[src/rtl/priv_1_12_trap_sequencer.sv]
// Machine-mode trap/mret sequencer.
// Captures one request and waits for the pipeline to drain.
// It then emits the CSR write strobes (trap) or the mret commit strobe.
// Finally it redirects the pipeline to the handler or return address.
module priv_1_12_trap_sequencer #(
    parameter int unsigned MAX_WAIT = 15
) (
    input  logic        CLK,
    input  logic        RST,
    input  logic        exc_req,
    input  logic [3:0]  exc_cause,
    input  logic [31:0] exc_tval,
    input  logic [31:0] epc,
    input  logic        int_req,
    input  logic [3:0]  int_cause,
    input  logic        mret,
    input  logic        pipe_clear,
    input  logic [31:0] curr_mtvec,
    input  logic [31:0] curr_mepc,
    output logic        inject_mcause,
    output logic        inject_mepc,
    output logic        inject_mtval,
    output logic        inject_mstatus,
    output logic [31:0] next_mcause,
    output logic [31:0] next_mepc,
    output logic [31:0] next_mtval,
    output logic        mret_commit,
    output logic        insert_pc,
    output logic [31:0] priv_pc,
    output logic        busy,
    output logic        wait_timeout
);

    localparam logic [7:0] MAX_W = MAX_WAIT[7:0];

    typedef enum logic [1:0] {
        S_IDLE       = 2'd0,
        S_WAIT_CLEAR = 2'd1,
        S_INJECT     = 2'd2,
        S_REDIRECT   = 2'd3
    } state_t;

    state_t      state_q, state_d;
    logic        is_int_q, is_int_d;
    logic        is_mret_q, is_mret_d;
    logic [3:0]  cause_q, cause_d;
    logic [31:0] epc_q, epc_d;
    logic [31:0] tval_q, tval_d;
    logic [7:0]  cnt_q, cnt_d;
    logic        wto_q, wto_d;
    logic [31:0] priv_pc_q, priv_pc_d;
    logic [31:0] tvec_base;
    logic [31:0] target_pc;

    // Handler / return target, evaluated while in INJECT.
    // Only vectored interrupts add an offset; reserved modes behave as direct mode.
    always_comb begin
        tvec_base = {curr_mtvec[31:2], 2'b00};
        target_pc = tvec_base;
        if (is_mret_q) begin
            target_pc = curr_mepc;
        end else if (is_int_q && (curr_mtvec[1:0] == 2'b01)) begin
            target_pc = tvec_base + {26'd0, cause_q, 2'b00};
        end
    end

    // Next-state, capture, wait counter and redirect-target logic.
    always_comb begin
        state_d   = state_q;
        is_int_d  = is_int_q;
        is_mret_d = is_mret_q;
        cause_d   = cause_q;
        epc_d     = epc_q;
        tval_d    = tval_q;
        cnt_d     = cnt_q;
        wto_d     = wto_q;
        priv_pc_d = priv_pc_q;
        case (state_q)
            S_IDLE: begin
                if (exc_req || int_req || mret) begin
                    state_d   = S_WAIT_CLEAR;
                    // Exception wins over interrupt, interrupt over mret; losers are dropped.
                    is_int_d  = !exc_req && int_req;
                    is_mret_d = !exc_req && !int_req && mret;
                    cause_d   = exc_req ? exc_cause : (int_req ? int_cause : 4'd0);
                    epc_d     = epc;
                    tval_d    = exc_req ? exc_tval : 32'd0;
                    // The first WAIT_CLEAR cycle already counts as one.
                    cnt_d     = 8'd1;
                    wto_d     = (8'd1 >= MAX_W);
                end
            end
            S_WAIT_CLEAR: begin
                if (pipe_clear) begin
                    state_d = S_INJECT;
                end
                if (cnt_q < MAX_W) begin
                    cnt_d = cnt_q + 8'd1;
                end
                if (cnt_d >= MAX_W) begin
                    wto_d = 1'b1;
                end
            end
            S_INJECT: begin
                state_d   = S_REDIRECT;
                priv_pc_d = target_pc;
            end
            default: begin
                state_d = S_IDLE;
                cnt_d   = 8'd0;
                wto_d   = 1'b0;
            end
        endcase
    end

    // State and captured-request registers; an async reset aborts any sequence.
    always_ff @(posedge CLK or posedge RST) begin
        if (RST) begin
            state_q   <= S_IDLE;
            is_int_q  <= 1'b0;
            is_mret_q <= 1'b0;
            cause_q   <= 4'd0;
            epc_q     <= 32'd0;
            tval_q    <= 32'd0;
            cnt_q     <= 8'd0;
            wto_q     <= 1'b0;
            priv_pc_q <= 32'd0;
        end else begin
            state_q   <= state_d;
            is_int_q  <= is_int_d;
            is_mret_q <= is_mret_d;
            cause_q   <= cause_d;
            epc_q     <= epc_d;
            tval_q    <= tval_d;
            cnt_q     <= cnt_d;
            wto_q     <= wto_d;
            priv_pc_q <= priv_pc_d;
        end
    end

    wire in_inject = (state_q == S_INJECT);

    assign inject_mcause  = in_inject && !is_mret_q;
    assign inject_mepc    = in_inject && !is_mret_q;
    assign inject_mtval   = in_inject && !is_mret_q;
    assign inject_mstatus = in_inject && !is_mret_q;
    assign mret_commit    = in_inject && is_mret_q;
    assign insert_pc      = (state_q == S_REDIRECT);
    assign busy           = (state_q != S_IDLE);
    assign wait_timeout   = wto_q;
    assign priv_pc        = priv_pc_q;
    assign next_mcause    = {is_int_q, 27'd0, cause_q};
    assign next_mepc      = epc_q;
    assign next_mtval     = tval_q;

endmodule

[config.mk]
export PLATFORM = sky130hd
export DESIGN_NAME = priv_1_12_trap_sequencer
export DESIGN_NICKNAME = d
export VERILOG_FILES = /design/src/rtl/priv_1_12_trap_sequencer.sv
export SDC_FILE = /design/constraint.sdc
export NUM_CORES = 1
export LEC_CHECK = 0
export CAP_MARGIN = 15
export CORE_MARGIN = 2
export CORE_UTILIZATION = 45
export DETAILED_ROUTE_END_ITERATION = 12
export PLACE_DENSITY_LB_ADDON = 0.2
export SLEW_MARGIN = 15
export SYNTH_ARGS = -nofsm -noshare
export SYNTH_HDL_FRONTEND = slang
export SYNTH_SLANG_ARGS = --single-unit
[constraint.sdc]
create_clock -name CLK -period 7.95 [get_ports CLK]
set_input_delay 1.59 -clock CLK [delete_from_list [all_inputs] [get_ports CLK]]
set_output_delay 1.59 -clock CLK [all_outputs]
set_load 0.005 [all_outputs]
---- After elaboration in Yosys (flattened, before gate mapping) ----
Index checks and enable logic that the tools add are counted.
storage, ports and cells
  bits in registers ....................... 113
  logic and storage cells ................. 53
cells by class
  bitwise logic cells ..................... 1
  $add $sub $neg .......................... 2
  equal/unequal tests ..................... 7
  mux-type cells .......................... 15
  reductions and logical operators ........ 17
  magnitude comparators ................... 2
operators by type and width
  cell                 number
  $mux 32              3
  $add 32x6->32        1
  $mux 8               3
  $pmux 8 s3           1
  $add 8x1->8 const B  1
  $ge 8x4->1 const B   1
  $lt 8x4->1 const B   1
  $mux 4               2
  $logic_and 1x1->1    6
  $ne 2x2->1 const B   3
  $pmux 2 s3           1
  $reduce_and 2->1     3
  $eq 2x1->1 const B   2
  $eq 2x2->1 const B   2
  $mux 2               2
  $logic_not 1->1      3
  $pmux 1 s3           1
  $reduce_and 3->1     1
  $logic_not 2->1      1
  $logic_or 1x1->1     2
  $mux 1               2
  $reduce_bool 2->1    1
  $not 1->1            1

---- Depth between registers and ports, before layout ----
Gate-level depths: netlist of the first run.
  depth after elaboration ................. 6
  mapped depth ............................ 8
  depth with buffers taken out ............ 8

---- Worst setup path after synthesis of the first run ----
OpenSTA, ideal clock, no wires.
  path type ............................... input-to-reg
  from .................................... in curr_mtvec[2]
  to ...................................... reg priv_pc_q[12] (netlist: priv_pc[12])
  setup slack ............................. 4.547 ns
  required time ........................... 7.816 ns
  cell stages on the path ................. 8
  library setup time ...................... 0.134 ns
  arrival ................................. 3.269 ns
  path buffers ............................ 1
  cell sequence ........................... ha_1 > fa_1 > a21o_1 > a21oi_1 > buf_2 > nor3_1 > xnor2_1 > o21ai_0
between the ends
  cells in the longest elaborated chain, start to end .. 3
ends and longest elaborated chain
  element               RTL line  RTL
  from (decl)           18        input logic [31:0] curr_mtvec,
  $add 32x6->32         63        target_pc = tvec_base + {26'd0, cause_q, 2'b00};
  $mux 32               62        end else if (is_int_q && (curr_mtvec[1:0] == 2'b01)) begin
  $mux 32               60        if (is_mret_q) begin
  to (signal assigned)  137       priv_pc_q <= priv_pc_d;
  to (decl)             51        logic [31:0] priv_pc_q, priv_pc_d;
Every way passes these cells.
A chain may end at the register's enable or synchronous reset.

---- Final worst setup path of the first run ----
  from .................................... reg state_q[0]
  to ...................................... out inject_mepc
between the ends
  cells in the longest elaborated chain, start to end .. 2
ends and longest elaborated chain
  element                 RTL line  RTL
  from (decl)             43        state_t state_q, state_d;
  from (signal assigned)  129       state_q <= state_d;
  $eq 2x2->1              141       wire in_inject = (state_q == S_INJECT);
  $logic_and 1x1->1       144       assign inject_mepc = in_inject && !is_mret_q;
  to (decl)               21        output logic inject_mepc,
Every way passes these cells.

==> results.txt, run 1 <==
The number of buffers and inverters on the critical path is 3. The share of cells above drive strength 1 came out at between 10% and 20%. After synthesis, the share of flip-flops with an asynchronous set or reset is 100%.

The average via count per standard cell is between 5 and 6. The die width came out at around 120 um. The residual DRC count came out at 0. The critical path starts at state_q[0]$_DFFE_PP0P_.

Setup repair after global routing left no endpoint under its margin. Routability-driven placement finished with a final weighted congestion of around 0.81. The run finished with clean final reports. Across the routed clock network, the largest skew measured is 5.70 ps. The post-synthesis cell type count is 58. Traced cell by cell, the critical path runs through inv_1 > ha_1 > nand2b_1 > inv_1 > clkdlybuf4s50_1. After clock tree synthesis, the clock-pin slew on the worst setup and hold paths is 60 ps.

The count of TritonRoute iterations in the first routing pass is 4. The synthesized area divided by synthesized cell count came out at around 10 um^2. Grouping stages by cell kind, the critical path spends the most delay in buffers and inverters. The launch instance of the worst min-delay path is next_mtval[1]$_DFFE_PP0P_. The mapped cell area came out at approximately 0.0058 mm^2. The reg-to-reg critical path startpoint is state_q[0]$_DFFE_PP0P_. The count of yosys warnings during synthesis came out at 0.

The area share of the leading cell type in the synthesized netlist came out at 48.7%. The total die area is around 0.014 mm^2. Setup violations remaining at the end of the flow were counted as 0. The maximum operating frequency is 214 MHz.

The initial core utilization is 46.0%. Across every metal layer, demand over resource in global routing totals 25.1%. The critical path class is reg2out.

The number of hold violations in the final report came to 0. The largest fanout of any net on the critical path is 26. The delay contributed by the slowest stage of the critical path is approximately 630 ps. The wire length reported by the detailed router came out at around 17000 um.

After clock tree synthesis, the flow added hold-fix buffers numbering 0. The most numerous cell type found on the critical path is inv_1. The total of buffers placed on input and output ports came out at 250. The number of buffers between clock root and the deepest sink is 2. The tree is rooted in a clkbuf_16. The number of global-route vias before repair came out at ~5200. The number of antenna diodes in the final layout is 0.

The worst hold slack came out at 463 ps. The most used flip-flop cell after synthesis is dfrtp_1. The maximum VDD drop is about 0.00024 V. The post-CTS resize count came out at 0. The startpoint type of the worst setup path is a flop. The headroom to the max-slew limit came out at about a third. The final layout net count came out at about 950. The detailed router finished its first iteration with between 200 and 250 violations.

Counting I/O delays and the setup requirement, the final critical path takes ~4700 ps. Counting flops with a built-in enable in the synthesized netlist gives 0. For the worst setup path, the data required time is approximately 6400 ps. The first global-routing pass estimated between 20000 and 30000 um of wire. The total power divided by cell area is around 350 mW/mm^2. The area growth from synthesis to layout is 53.2%. The library cell used most frequently in the layout, excluding fill and tap cells, is clkdlybuf4s50_1. The placement row count is 41. The aggregate global routing overflow is 0. TritonCTS built the clock tree. The min-delay analysis places its worst path in the category reg2reg. The largest total area in the synthesized netlist belongs to dfrtp_1. After detailed routing, the average wire length per cell comes to roughly 17 um. The maximum number of pins on one net before global-route repair is 71. The estimated wirelength of the detail-placed design is around 13000 um. The number of pins exceeding their max-slew limit in the final report came out at 0. The cell count after synthesis came out at 558. The post-route clock period utilization is 58.7%. The number of top-level pins is about 280. The die extent in y came out at ~120 um. The number of H-tree levels came out at 4.

The post-synthesis sequential area ratio came out at 48.7%. Summing internal, switching and leakage power gives roughly 0.0031 W. The TritonCTS sink count came out at about 110. The cell area after layout came out at ~0.0089 mm^2.

The number of setup buffers added after CTS came out at 0. The utilization after layout came out at slightly above 70%. The CTS buffer count is 17. The library cells used most frequently in the layout, excluding fill and tap cells, are clkdlybuf4s50_1 (250), dfrtp_1 (113), nand2_1 (95).

The post-placement cell area came out at roughly 0.0083 mm^2. At the worst endpoint, the arrival time is roughly 3000 ps. Setup total negative slack on the finished layout was measured at 0 ps. The measured slew at the worst slew-check pin came out at 1010 ps.

The number of antenna violations at the first check in global routing is 0. The cell leakage power came out at slightly below 4 nW. The synthesis-stage register bit count came out at 113. The via count came out at 5042. The number of maximum-capacitance constraint violations came out at 0. The master of the slowest instance on the critical path is nand2b_1. The antenna violation net count after detailed routing is 0. In the post-synthesis netlist, the biggest area contributors are dfrtp_1 (49%), mux2_2 (6.6%), nand2_1 (6.1%), buf_4 (4.1%), xnor2_1 (3.5%).

After floorplanning, the core was sized to cover approximately 0.013 mm^2. The later pin in the worst-skew pair is clocked with a latency of around 410 ps. The capturing element type of the critical path is an output pin.
flip-flops by register name, indices dropped and copies added (netlist names):
name / count
is_mret_q: 1
next_mepc: 32
next_mtval: 32
wait_timeout: 1
priv_pc: 32
cause_q: 4
is_int_q: 1
state_q: 2
cnt_q: 8
worst paths after layout:
path                       slack (ps)  depth (start not counted)                         to
hold / removal                    460                          2  next_mtval[1]$_DFFE_PP0P_
setup / recovery                 3280                          5                inject_mepc
min in group asynchronous        1610                          2     priv_pc[0]$_DFFE_PP0P_
setup reg to reg                 5220                          7    priv_pc[31]$_DFFE_PP0P_
hold reg to reg                   460                          2  next_mtval[1]$_DFFE_PP0P_
max in group asynchronous        5060                          3     cause_q[1]$_DFFE_PP0P_
synthesized netlist by cell type (2+ instances only):
master	instances
dfrtp_1	113
nand2_1	95
nand3_1	40
mux2_2	34
buf_4	32
clkbuf_1	23
xnor2_1	23
a22oi_1	22
o21ai_0	17
o21ai_1	16
nor2_1	14
a21oi_1	11
ha_1	9
inv_1	9
mux2i_1	8
nor3_1	7
nor4_4	7
nand4_1	5
nor2b_1	5
nor4_2	5
a21o_1	4
a32oi_1	4
a22o_1	3
and2_1	3
and3_1	3
buf_1	3
buf_2	3
nand2b_1	3
nor3b_1	3
nor4b_2	3
o211ai_1	2
or3_1	2
xor2_1	2
layer usage:
metal	wire length, um	track usage [%]
met3	1570	10.3
met5	0	0
met1	6570	28.3
met4	369	9.49
met2	8610	42.3
where the power goes:
group	leakage [nW]	internal (W)	total (W)	switching [W]
clock network	0.296	0.000506	0.000772	0.000266
registers	1.40	0.000831	0.000982	0.000151
logic	2.16	0.000780	0.00139	0.000608
total	3.86	0.00212	0.00314	0.00103
worst min-delay path: cells and delay by family, from the launching register on:
kind             cells  cell delay, ps
DFF                  1             340
and+or+nand+nor      2              90
through the flow:
step,worst slack (ps),std cells
floorplan,3370,584
global placement,3740,949
detailed placement,3600,949
CTS,3210,981
global route,3010,981
finish,3280,981
cell families (layout without fill, tap and decap cells):
family,count (synthesis),after routing,share of synthesized area (%)
buffers and inverters,73,298,7.26
flip-flops,113,113,48.7
multiplexers,42,42,7.97
AND/OR/NAND/NOR,203,203,19.6
AO/OA/AOI/OAI,91,91,10.4
adder cells (fa/ha/maj),10,10,2.28
other,1,27,0.0646
XOR/XNOR,25,25,3.77
area by class of cell:
| class | instances | area, um^2 |
|---|---|---|
| fillers | 995 | 3720 |
| flip-flops and latches | 113 | 2830 |
| multi-input cells | 398 | 2670 |
| repair buffers | 256 | 2550 |
| clock buffers | 21 | 460 |
| well taps | 172 | 215 |
| clock inverters | 11 | 136 |
| inverters | 10 | 40.0 |
No activity file was read; power rests on OpenSTA's default activity.
==> run 2, diff against run 1 <==
CORE_UTILIZATION = 37   (was 45)
clock period = 4 ns   (was 7.95 ns; I/O delays follow)
==> run 2 against run 1 <==
Against the previous run:
- die area increased by 21%
- via count is essentially flat
- setup slack got worse by 2400 ps
- sequential cell count unchanged
- global-route usage is 4.0 points lower
- final area rose by 1.8%
- critical path depth fell by 1
- routed wire length is 1.3% higher
- non-clock buffer count increased by 6
- sequential power rose by 100%
- hold slack improved by 4.6 ps
- clock-buffer cell count increased by 2
- critical endpoint is now busy
- largest cell class unchanged
- highest routed layer unchanged
==> results.txt, run 2 (synthesized netlist as in run 1, its figures left out) <==
The total die area is 0.0167 mm^2 (+21%). The number of antenna cells inserted came out at 0 (unchanged). The via count is 5037 (-0.099%). The die extent in y came out at 129 um (+9.9%).

The total stage count of the critical path came to 4 (-1). The CTS buffer count is 17 (unchanged). The number of cells after detailed placement came out at 994 (+4.7%). STA classifies the critical path endpoint as an output pin. The final total negative setup slack came to 0 ps (unchanged).

The data arrival time of the critical path is 2300 ps (-780 ps). In this run the clock root is driven by a clkbuf_16. The signal on the critical path passes through inv_1 > ha_1 > inv_1 > clkdlybuf4s50_1. TritonCTS built the clock tree. The utilization after layout is 59.4% (-11 points). The total of buffers placed on input and output ports is 250 (unchanged). The worst reg-to-reg path cell count was 7 (unchanged). The cell leakage power is 3.91 nW (+1.4%). The most common cell after layout, fill and taps aside is clkdlybuf4s50_1. The worst setup path is launched from a flop. The detailed router's first-iteration violation count was 241 (+20%). The worst hold path depth came out at 2 (unchanged). The number of fill cells came out at 1277 (+28%). The detail-routed net length per standard cell is 16.9 um (-3.1%). The met1 global-route usage came out at 24.1% (-4.2 points). The largest individual stage delay along the critical path comes from the cell ha_1. The number of global-route vias before repair is 5293 (+1.8%). The number of H-tree levels is 4 (unchanged). The area added between synthesis and finish came out at 56.0%. The global routing usage summed across all routing layers is 21.0% (-4.0 points).

The insertion delay of the later-clocked pin in the worst-skew pair is 420 ps (about the same). The last weighted congestion value of the routability-driven placer came out at 0.828 (+2.2%). The maximum VDD drop came out at 0.000419 V (+77%).

The post-route clock period utilization is 77.4%. The final layout net count is 954 (+0.63%). The final setup skew is 11.0 ps (+5.30 ps). The area of the multi-input gates came out at 0.00267 mm^2 (unchanged).

The critical path data required time came out at 3200 ps (-3160 ps). The aggregate global routing overflow is 0 (unchanged). In the layout the commonest cells are clkdlybuf4s50_1 (250), dfrtp_1 (113), nand2_1 (95). The family of cells with the greatest summed delay on the critical path is buffers and inverters. The number of pins exceeding their max-slew limit in the final report is 0 (unchanged). The number of hold violations in the final report is 0 (unchanged). The placement row count came out at 45 (+9.8%).

The area occupied by registers is 0.00283 mm^2 (unchanged). The number of buffers and inverters on the critical path is 3 (unchanged). The initial core utilization is 38.1% (-8.0 points). The worst hold path belongs to the class reg2reg. The number of maximum-capacitance constraint violations is 0 (unchanged). The number of buffers added to fix hold violations after cts is 0 (unchanged). The floorplan core area came out at 0.0153 mm^2 (+21%). In this design, the critical path's most frequently occurring cell is inv_1. The count of TritonRoute iterations in the first routing pass came out at 4 (unchanged). The first-pass GRT wire length came to 27100 um (-0.91%). The clock period minus worst slack came out at 3100 ps. The post-CTS resize count came out at 0 (unchanged).

The estimated wirelength of the detail-placed design came to 12800 um (+2.4%). The number of buffers between clock root and the deepest sink came out at 2 (unchanged). The number of top-level pins came out at 278 (unchanged).

The average via count per standard cell came out at 4.91 (-4.5%). The met2 demand-to-capacity share in global routing was 35.2% (-7.1 points). For this run, the top clock speed supported by timing is approximately 320 MHz. The antenna violation net count after detailed routing is 0 (unchanged).

The delay contributed by the slowest stage of the critical path is 680 ps (+50 ps). The critical path class is reg2out. The number of antenna violations at the first check in global routing is 0 (unchanged). The number of setup buffers added after CTS came out at 0 (unchanged).

Setup repair after global routing left no endpoint under its margin. The total power divided by cell area is 708 mW/mm^2 (+100%). The run finished with clean final reports. The measured slew at the worst slew-check pin is 1010 ps (+4.82 ps). The largest fanout of any net on the critical path came to 22 (-15%). The setup-violating endpoint count in the final report was 0 (unchanged). The maximum number of pins on one net before global-route repair is 63 (-11%). The TritonCTS sink count was 113 (unchanged). The die width came out at 129 um (+9.9%).

The routing usage on met3 is 8.88% (-1.4 points). The wire length reported by the detailed router is 17300 um (+1.3%). The residual DRC count is 0 (unchanged). The global routing stage identified its most utilized layer as met2.

The headroom to the max-slew limit came out at 31.6% (-1.3 points). The share of cells above drive strength 1 is 12.5% (+0.77 points). The clock input transition at the sequential cells of the worst setup and hold paths is 50 ps (about the same). The final instance count without filler cells came out at 1026 (+4.6%). The overall power was 0.00642 W (+100%).
## run 2: changes by cell type in the layout (fill, tap and decap cells not counted)
cell       delta
clkinv_2      -3
bufinv_16     +1
buf_12        +1
buf_4         +5
clkbuf_8      +3
clkbuf_1      -1
## run 2: stage by stage
step                cell area, um^2  hold WS (ps)  setup slack [ps]
floorplan                      5910           463               213
global placement               8410           451               908
detailed placement             8410           460               880
CTS                            9060           472               885
global route                   9060           493               748
finish                         9060           468               903
## run 2: worst paths after layout
path | to | startpoint | slack (ps)
min in group asynchronous | priv_pc[1]$_DFFE_PP0P_ | RST | 850
max | busy | state_q[0]$_DFFE_PP0P_ | 900
min reg2reg | next_mtval[16]$_DFFE_PP0P_ | next_mtval[16]$_DFFE_PP0P_ | 470
max in group asynchronous | next_mepc[21]$_DFFE_PP0P_ | RST | 2340
max reg2reg | wait_timeout$_DFFE_PP0P_ | state_q[0]$_DFFE_PP0P_ | 1210
min | next_mtval[16]$_DFFE_PP0P_ | next_mtval[16]$_DFFE_PP0P_ | 470
## run 2: worst min-delay path, cell delays in order (launching register included)
cell	delay, ps
dfrtp_1	340
nand2_1	50
nand2_1	50
## run 2: final cells by class
class	instances	share of cell area [%]
Sequential cell	113	31.2
Multi-Input combinational cell	398	29.5
Timing Repair Buffer	262	28.8
Clock buffer	23	5.50
Tap cell	211	2.91
Clock inverter	9	1.67
Inverter	10	0.442
## run 2: routing by layer
metal,vias up,part of all wire [%]
met4,0,2.1
li1,2388,-
met3,27,9.2
met5,-,0
met1,2420,40
met2,202,48
## run 2: where the power goes
part	switching, W	total [W]	internal, W	leakage (nW)
clock	0.000531	0.00165	0.00112	0.319
sequential	0.000319	0.00197	0.00165	1.40
combinational	0.00121	0.00279	0.00158	2.19
total	0.00206	0.00642	0.00436	3.91
==> run 3, diff against run 2 <==
CORE_UTILIZATION = 41   (was 37)
clock period = 3.2 ns   (was 4 ns; I/O delays follow)
==> run 3 against run 2 <==
Against the previous run:
- non-clock buffer count increased by 4
- routed wire length decreased by 0.70%
- setup slack got worse by 620 ps
- critical path type unchanged
==> results.txt, run 3 (synthesized netlist as in run 1, its figures left out) <==
The final layout net count came out at 958 (+0.42%). The die extent in y came to 123 um (-4.8%). The number of antenna cells inserted is 0 (unchanged). The final total negative setup slack came out at 0 ps (unchanged). The total of buffers placed on input and output ports is 250 (unchanged). In this run the clock root is driven by a clkbuf_16. The placement row count came out at 43 (-4.4%). The area occupied by registers came out at 0.00283 mm^2 (unchanged). The first-pass GRT wire length is 26400 um (-2.4%). The number of H-tree levels is 4 (unchanged). The maximum operating frequency is ~340 MHz.

The insertion delay of the later-clocked pin in the worst-skew pair came to 410 ps (about the same). The setup-violating endpoint count in the final report came out at 0 (unchanged). Leaving out fill and tap cells, the most frequent cell in the layout is clkdlybuf4s50_1.

The via count is 5049 (+0.24%). The post-placement cell area is 0.00843 mm^2 (+0.21%). The number of buffers added to fix hold violations after cts is 0 (unchanged). The average via count per standard cell came out at 5.05 (+2.9%).

The die width came to 123 um (-4.8%). The number of maximum-capacitance constraint violations was 0 (unchanged). The global routing usage summed across all routing layers came out at 22.8% (+1.8 points). The estimated wirelength of the detail-placed design came out at 12800 um (-0.24%).

STA classifies the critical path startpoint as a flop. The overall power is 0.00803 W (+25%). The largest fanout of any net on the critical path came out at 10 (-55%). The cell area after layout came out at 0.00906 mm^2 (about the same). The total power divided by cell area was 886 mW/mm^2 (+25%). The top cell types in the final layout, fill and taps aside, are clkdlybuf4s50_1 (250), dfrtp_1 (113), nand2_1 (95). The CTS buffer count came out at 17 (unchanged). The final setup skew is 7.45 ps (-3.55 ps).

The measured slew at the worst slew-check pin came out at 821 ps (-192 ps). The last weighted congestion value of the routability-driven placer is 0.807 (-2.5%). The wire length reported by the detailed router came to 17200 um (-0.70%). The number of global-route vias before repair came out at 5228 (-1.2%). The count of TritonRoute iterations in the first routing pass was 4 (unchanged). The detail-routed net length per standard cell is 17.2 um (+2.0%).

The number of top-level pins came out at 278 (unchanged). The worst setup path is of the reg2out kind. The area added between synthesis and finish came out at 56.0% (about the same).

The capturing element type of the critical path is an output pin. The worst setup slack before clock tree synthesis came out at 307 ps (-573 ps). The post-route clock period utilization came out at between 90% and 100%.

The headroom to the max-slew limit is 44.5% (+13 points). The critical path data required time came out at 2560 ps (-640 ps). The share of cells above drive strength 1 is 13.1% (+0.55 points). The clock input transition at the sequential cells of the worst setup and hold paths was 60 ps (about the same). The post-CTS resize count came out at 0 (unchanged). The worst reg-to-reg path cell count came to 7 (unchanged). The number of pins exceeding their max-slew limit in the final report came to 0 (unchanged). The antenna violation net count after detailed routing is 0 (unchanged). The detailed router's first-iteration violation count is 278 (+15%).

The number of antenna violations at the first check in global routing came to 0 (unchanged). The min-delay analysis places its worst path in the category reg2reg. The data arrival time of the critical path is 2270 ps (-30 ps). The residual DRC count is 0 (unchanged). The total die area is 0.0151 mm^2 (-9.5%). The number of hold violations in the final report is 0 (unchanged). The run finished with clean final reports.

The floorplan core area came out at 0.0139 mm^2 (-9.0%). The post-route worst setup slack came out at 287 ps (-616 ps). The cell leakage power came out at 3.92 nW (+0.34%). The maximum number of pins on one net before global-route repair was 59 (-6.3%). The worst hold path depth was 2 (unchanged). The number of fill cells came out at 1098 (-14%). The initial core utilization came out at 41.9% (+3.8 points). The maximum VDD drop is 0.000513 V (+22%). The utilization after layout is 65.3% (+5.9 points).

TritonCTS built the clock tree. The clock period minus worst slack is roughly 2900 ps. The aggregate global routing overflow came out at 0 (unchanged). The area of the multi-input gates is 0.00267 mm^2 (unchanged). The number of buffers between clock root and the deepest sink is 2 (unchanged). The TritonCTS sink count came out at 113 (unchanged). Setup repair after global routing left no endpoint under its margin.

The number of setup buffers added after CTS is 0 (unchanged).
## run 3: cell count changes in the layout (fill, tap and decap cells not counted), sizes merged
cell      previous run  this run
clkinvlp             1         4
clkbuf              23        19
buf                 12        16
clkinv               5         6
## run 3: per-layer routing
metal	GRT usage, %	part of all wire (%)	wire, um
met3	9.36	9.6	1650
met4	9.09	1.9	333
met2	38.5	50	8630
met5	0	0	0
met1	25.7	38	6610
## run 3: metrics by stage
| step | cells | hold slack (ps) |
|---|---|---|
| floorplan | 584 | 463 |
| global placement | 967 | 449 |
| detailed placement | 967 | 457 |
| CTS | 999 | 466 |
| global route | 999 | 490 |
| finish | 999 | 462 |
## run 3: critical path: stages (launching register included)
cell	delay, ps
dfrtp_1	410
inv_1	110
ha_1	380
buf_4	230
and2_1	150
clkdlybuf4s50_1	580
## run 3: final timing paths
check / start / to / slack (ps)
worst max-delay path: state_q[0]$_DFFE_PP0P_ / mret_commit / 290
worst min-delay path: next_mtval[21]$_DFFE_PP0P_ / next_mtval[21]$_DFFE_PP0P_ / 460
worst max register to register: state_q[1]$_DFFE_PP0P_ / cnt_q[2]$_DFFE_PP0P_ / 740
worst min register to register: next_mtval[21]$_DFFE_PP0P_ / next_mtval[21]$_DFFE_PP0P_ / 460
max in group asynchronous: RST / cnt_q[0]$_DFFE_PP0P_ / 1780
min in group asynchronous: RST / priv_pc[1]$_DFFE_PP0P_ / 600
## run 3: report_power, final
part	total, W	switching [W]	internal [W]
logic	0.00357	0.00155	0.00202
registers	0.00244	0.000374	0.00206
clock network	0.00202	0.000678	0.00134
total	0.00803	0.00260	0.00543
## run 3: layout make-up
type	instances	area share, %
flip-flops and latches	113	31.2
multi-input cells	398	29.5
repair buffers	266	29.3
clock buffers	19	5.00
well taps	180	2.48
clock inverters	13	2.03
inverters	10	0.455
